<file path="src/rtl/dmux4way16_stream.sv">
// rtl/dmux4way16_stream.sv - 1-to-4 word router with per-channel holding register and valid/ready handshakes
module dmux4way16_stream (
    input  logic        clk,
    input  logic        reset,
    input  logic [15:0] in_data,
    input  logic [1:0]  in_sel,
    input  logic        in_valid,
    output logic        in_ready,
    output logic [15:0] a,
    output logic [15:0] b,
    output logic [15:0] c,
    output logic [15:0] d,
    output logic [3:0]  out_valid,
    input  logic [3:0]  out_ready,
    output logic        busy
);

    logic [15:0] r_data [4];
    logic [3:0]  r_full;

    logic [3:0]  w_sel_onehot;
    logic        w_accept;
    logic [3:0]  w_load;
    logic [3:0]  w_drain;

    always_comb begin
        w_sel_onehot         = 4'b0000;
        w_sel_onehot[in_sel] = 1'b1;
    end

    // A full slot can still take a word when its consumer empties it in the same cycle.
    assign in_ready = ~r_full[in_sel] | out_ready[in_sel];
    assign w_accept = in_valid & in_ready;
    assign w_load   = w_sel_onehot & {4{w_accept}};
    assign w_drain  = r_full & out_ready;

    always_ff @(posedge clk) begin
        if (reset) begin
            r_full <= 4'b0000;
            for (int i = 0; i < 4; i++) begin
                r_data[i] <= 16'h0000;
            end
        end else begin
            for (int i = 0; i < 4; i++) begin
                // Load wins over drain so back-to-back words see no bubble.
                if (w_load[i]) begin
                    r_data[i] <= in_data;
                    r_full[i] <= 1'b1;
                end else if (w_drain[i]) begin
                    r_full[i] <= 1'b0;
                end
            end
        end
    end

    assign a         = r_data[0];
    assign b         = r_data[1];
    assign c         = r_data[2];
    assign d         = r_data[3];
    assign out_valid = r_full;
    assign busy      = |r_full;

endmodule

</file>
<file path="config.mk">
export PLATFORM = sky130hd
export DESIGN_NAME = dmux4way16_stream
export DESIGN_NICKNAME = d
export VERILOG_FILES = /design/src/rtl/dmux4way16_stream.sv
export SDC_FILE = /design/constraint.sdc
export NUM_CORES = 1
export LEC_CHECK = 0
export CORE_ASPECT_RATIO = 0.5
export CORE_MARGIN = 10
export CORE_UTILIZATION = 55
export CTS_BUF_LIST = sky130_fd_sc_hd__clkbuf_8 sky130_fd_sc_hd__clkbuf_16
export DETAILED_ROUTE_END_ITERATION = 12
export DONT_BUFFER_PORTS = 1
export GPL_TIMING_DRIVEN = 0
export PLACE_DENSITY = 0.75
export SETUP_SLACK_MARGIN = 0.4
export SLEW_MARGIN = 15
export SYNTH_ARGS = -nofsm -noshare
export SYNTH_HDL_FRONTEND = slang
export SYNTH_SLANG_ARGS = --single-unit
</file>
<file path="constraint.sdc">
create_clock -name clk -period 2.2 [get_ports clk]
set_input_delay 0.22 -clock clk [delete_from_list [all_inputs] [get_ports clk]]
set_output_delay 0.22 -clock clk [all_outputs]
set_load 0.02 [all_outputs]
</file>
; ---- Yosys cells after proc, flatten, opt, wreduce, memory -nomap -nowiden
; Memories as Yosys holds them, arrays and structs flattened.
; Index checks and enable logic that the tools add are counted.
[word_totals]
ram_bits = 64
n_memories = 1
elab_cells = 54
regBits = 4
in_bits = 25
out_inout_bits = 70
[mem_list]
columns = name, words, width, read_ports, rd_clocked_by_memory_dff, write_ports, line_no
row1 = r_data, 4, 16, 4, 0, 4, 18  ; logic [15:0] r_data [4];
[op_classes]
magnitude_cmp = 2
reduce_logical = 6
n_bitwise = 9
n_mux = 32
[op_table]
columns = cell, n
row1 = $mux W16, 4
row2 = $mux W1, 25
row3 = $and A4 B4 Y4, 2
row4 = $reduce_bool A2 Y1, 4
row5 = $or A1 B1 Y1, 5
row6 = $bmux W1 S2, 2
row7 = $reduce_or A4 Y1, 1
row8 = $lt A2 B3 Y1 const B, 1
row9 = $demux W1 S2, 1
row10 = $ge A2 B1 Y1 const B, 1
row11 = $and A1 B1 Y1, 1
row12 = $logic_and A1 B1 Y1, 1
row13 = $not A1 Y1, 1

; ---- Depth between registers and ports, before layout
[depth]
depth_word = 10
mapped_depth = 5
depth_no_buf = 2

; ---- Worst setup path before layout
; No wires, ideal clock.
[synth_path]
path_kind = reg2reg
startpoint = register r_full[2], in the netlist out_valid[2]
endpoint = memory r_data[2][0] (enable)
path_slack_ns = -0.213
synth_period_minus_slack_ns = 2.413
n_path_buf = 1
required_ns = 1.786
setup_time_ns = 0.414
arrival_time_ns = 1.998
stages_incl_launch_ff = 4
cell_sequence = dfxtp_1 > nor2b_1 > clkbuf_1 > o31ai_1
[synth_rtl]
columns = element, line_no
row1 = "start, declared", 19  ; logic [3:0] r_full;
row2 = "start signal, assigned", 39  ; r_full <= 4'b0000;
row3 = "start signal, assigned by index", 48  ; r_full[i] <= 1'b1;
row4 = "start signal, assigned by index", 50  ; r_full[i] <= 1'b0;
row5 = "end, declared", 18

; ---- Worst setup path after layout
[layout_path]
startpoint = register r_full[2], in the netlist out_valid[2]
endpoint = output port in_ready
[layout_between]
elab_chain_len = 4
[layout_rtl]
columns = element, line_no
row1 = $bmux W1 S2, 32  ; assign in_ready = ~r_full[in_sel] | out_ready[in_sel];
row2 = $mux W1 (implied by the code), 32
row3 = $not A1 Y1, 32
row4 = $or A1 B1 Y1, 32
row5 = "end, declared", 8  ; output logic in_ready,
; No other way between the ends. The select of a mux whose other input is x is not followed.

==> tab_implementation.tex <==
\begin{tabular}{lr}
\hline
Metric & Value \\
\hline
\multicolumn{2}{l}{\textbf{Global route}} \\
Number of antenna violations at the first check in global routing & 0 \\
Maximum number of pins on one net before global-route repair & 17 \\
Global-route wire length before repair & 10,500 um \\
Total global-route track usage & about 16\% \\
Total grt overflow & 0 \\
Via count of the first global-routing pass & between 1.5k and 2k \\
\multicolumn{2}{l}{\textbf{Detailed routing}} \\
Total wirelength of the detailed-routed design & 6630 um \\
Via-per-instance ratio & slightly below 6 \\
Routed wire per std cell & between 20 and 25 um \\
Detailed-route DRC error count & 0 \\
Detail Route Antenna Nets & 0 \\
Vias & approximately 1.7k \\
Number of iterations in the first detailed-routing pass & 5 \\
Iteration-0 DRC count of the detailed router & $\sim$270 \\
\multicolumn{2}{l}{\textbf{Worst setup path}} \\
Worst path slowest cell & mux4\_2 \\
Cells along the critical path & nand2b\_1 -> mux4\_2 \\
Critical path data required time & about 2 ns \\
Worst Setup End Kind & output pin \\
Setup Crit Path Kind & flop to output pin \\
CP delay by family, top & multiplexers \\
R2R Path Start & out\_valid[2] \\
CP Buf/Inv Count & 0 \\
Critical Path Max Stage Delay & approximately 0.55 ns \\
Maximum fanout along the worst path & 4 \\
Critical Path Source Type & flop \\
CP Data Arrival Time & about 1.5 ns \\
Launching instance or port of the critical path & out\_valid[2] \\
Register-to-register path setup slack & between 0.5 and 0.6 ns \\
Depth of the most critical reg-to-reg path & 4 \\
Path length in cells of the critical path & 2 \\
Reg-to-Reg End & r\_data[2][7] \\
\multicolumn{2}{l}{\textbf{Floorplanning}} \\
Std-Cell Core Area & just under 5000 sq um \\
Die Y & about 70 um \\
Number of placement rows & 18 \\
Starting utilization of the core area & between 50\% and 60\% \\
Die area & 8540 sq um \\
I/O pin count & between 90 and 100 \\
X dimension of the die & 121 um \\
\multicolumn{2}{l}{\textbf{Hold path}} \\
Hold depth & 2 \\
Worst Hold Launch & out\_ready[0] \\
Worst hold-check path type & primary input to flop \\
Worst hold path endpoint & out\_valid[0] \\
\multicolumn{2}{l}{\textbf{Synthesis}} \\
Area of the mapped netlist & $\sim$2800 sq um \\
Cell with the most instances after synthesis & edfxtp\_1 \\
Portion of the post-synthesis area used by sequential elements & a little under three quarters \\
Unique cell type count in the Yosys netlist & 20 \\
Synthesis warning total & 0 \\
Synth area leaders & edfxtp\_1 68\%, nor3\_1 9.6\%, nand3b\_1 4.8\% \\
Most used standard cells in the synthesized netlist & 64 x edfxtp\_1, 54 x nor3\_1, 18 x nand3b\_1 \\
Synth Register Bits & a little under 70 \\
Cells after synthesis & roughly 200 \\
Top cell type by total area after synthesis & edfxtp\_1 \\
Post-synthesis area per instance & 14.3 sq um \\
Top\_reg\_cell synth & edfxtp\_1 \\
Synth async-reset ratio & 0\% \\
Post-synthesis net count & between 200 and 250 \\
EDFF count, synth & 64 \\
Area share of the leading cell type in the synthesized netlist & between 60\% and 70\% \\
\multicolumn{2}{l}{\textbf{Timing}} \\
Final total negative setup slack & 0 ns \\
Clock period minus final worst setup slack & approximately 1.7 ns \\
Fmax achieved & about 0.6 GHz \\
Maximum clock skew at final layout & between 0.005 and 0.006 ns \\
Number of endpoints with negative hold slack in the final report & 0 \\
Pin slew with the least headroom to its limit & 0.425 ns \\
Final-report setup violation count & 0 \\
Final worst setup slack & between 0.4 and 0.5 ns \\
Crit share post-route & 77.5\% \\
Max\_slew headroom & a little under three quarters \\
Number of max-slew violations in the final report & 0 \\
RSZ-0062 raised after global routing & no \\
\multicolumn{2}{l}{\textbf{Finish}} \\
Proportion of layout cells with a drive suffix above 1 & about a quarter \\
Fin nets & roughly 240 \\
Synthesis-to-finish area growth & 17.1\% \\
Count of antenna diodes in the layout & 0 \\
\multicolumn{2}{l}{\textbf{Power}} \\
Worst vdd ir & $\sim$0.38 mV \\
Share of total power in combinational logic & around 6.1\% \\
Static Leak & 1.13 nW \\
Net switching power & around 0.68 mW \\
Fraction of power consumed by sequential logic & a little over half \\
Fraction of power spent switching nets & a little under a quarter \\
Total power density per cell area & $\sim$900 nW/um\^{}2 \\
Internal portion of total power & about 2.3 mW \\
Proportion of power drawn by the clock network & between 40 and 50\% \\
\multicolumn{2}{l}{\textbf{Clock tree}} \\
Number of buffers created by CTS & 9 \\
Clock tree from TritonCTS & done \\
Clock H-tree levels & 3 \\
Hold Buf Count CTS & 0 \\
Clk pin slew, worst setup/hold paths & about 0.07 ns \\
Later-pin clock latency in the skew report & $\sim$0.33 ns \\
CTS Root Buffer Type & clkbuf\_8 \\
Clock Tree Buf Depth & 2 \\
TritonCTS Sinks & 68 \\
\multicolumn{2}{l}{\textbf{Run status}} \\
Result of the run & completed \\
\multicolumn{2}{l}{\textbf{Placed design}} \\
Number of buffers inserted by port buffering & 0 \\
Worst setup slack before clock tree synthesis & 0.262 ns \\
Final weighted congestion in routability-driven placement & 0.760 \\
Post-DP HPWL & between 4000 and 5000 um \\
\multicolumn{2}{l}{\textbf{Run}} \\
Total of max-cap violations & 0 \\
\hline
\end{tabular}
## worst reg2reg max path, cell delays in order, from the launching register on
cell and delay [ns]:
dfxtp_1 0.49, nor2b_1 0.17, clkbuf_1 0.35, buf_2 0.30
nor3_1 0.10
## sequential cells by signal, summed over array words and instances, names as in the netlist
register,cells
r_data,64
out_valid,4
## logic make-up (layout without fill, tap and decap cells)
family,Yosys count,in the layout,synth area share (%)
compound gates,8,8,1.78
mux,1,1,0.802
flops,68,68,71.3
simple gates,97,97,21.3
buf+inv,23,44,4.77
## cell type report
| type | instances | area (sq um) |
|---|---|---|
| buffer | 21 | 126 |
| timing repair buffer | 6 | 95.1 |
| sequential | 68 | 2010 |
| multi-input combinational | 106 | 727 |
| tap | 70 | 87.6 |
| clock inverter | 6 | 114 |
| fill | 351 | 1650 |
| inverter | 2 | 7.51 |
| clock buffer | 9 | 124 |
## routing by layer
layer | wire length [um] | track usage (%)
met5 | 0 | 0
met4 | 54 | 5.05
met3 | 826 | 9.14
met2 | 3310 | 26.1
met1 | 2440 | 18.1
## power by group through the flow
stage	registers (mW)	logic (mW)	clock network [mW]
floorplan	1.60	0.123	0
global placement	1.61	0.149	0
detailed placement	1.62	0.157	0
CTS	1.59	0.182	1.21
global route	1.59	0.199	1.30
finish	1.58	0.183	1.21
## repair_timing
action | 4_1_cts | 5_1_grt
setup buffers | 6 | 0
endpoints found under the setup margin | 64 | 1
resized for setup | 0 | 3
pin swaps | 4 | 0
## how the worst max path moves through the flow
stage | to | slack, ns
after floorplan | r_data[2][0] | 0.55
after global placement | r_data[2][7] | 0.34
after detailed placement | r_data[2][8] | 0.26
after CTS | in_ready | 0.42
after global routing | in_ready | 0.42
final | in_ready | 0.50
## cell usage in the layout, fill, tap and decap left out
cell type	instances
a21oi_1	4
buf_12	4
buf_2	14
buf_4	2
buf_6	4
bufinv_16	3
clkbuf_1	3
clkbuf_8	9
clkinv_4	1
clkinvlp_4	2
dfxtp_1	1
dfxtp_2	3
edfxtp_1	64
inv_1	1
inv_2	1
mux4_2	1
nand2_1	1
nand2b_1	6
nand3_1	1
nand3b_1	18
nor2b_1	4
nor3_1	54
nor3_2	10
o31ai_4	4
or2_1	1
or3b_1	1
or4_1	1
## through the flow
step           std cells  instance area, sq um  power [mW]  utilization, %  hold slack [ns]
2_1_floorplan        197                  2860        1.72               -            0.416
3_3_place_gp         267                  2950        1.76            59.8            0.430
3_5_place_dp         267                  2950        1.77            59.8            0.437
4_1_cts              288                  3280        2.98            66.6           0.0791
5_1_grt              288                  3290        3.08            66.6           0.0924
6_report             288                  3290        2.97            66.6           0.0907
Power figures use the tool's default switching activity.
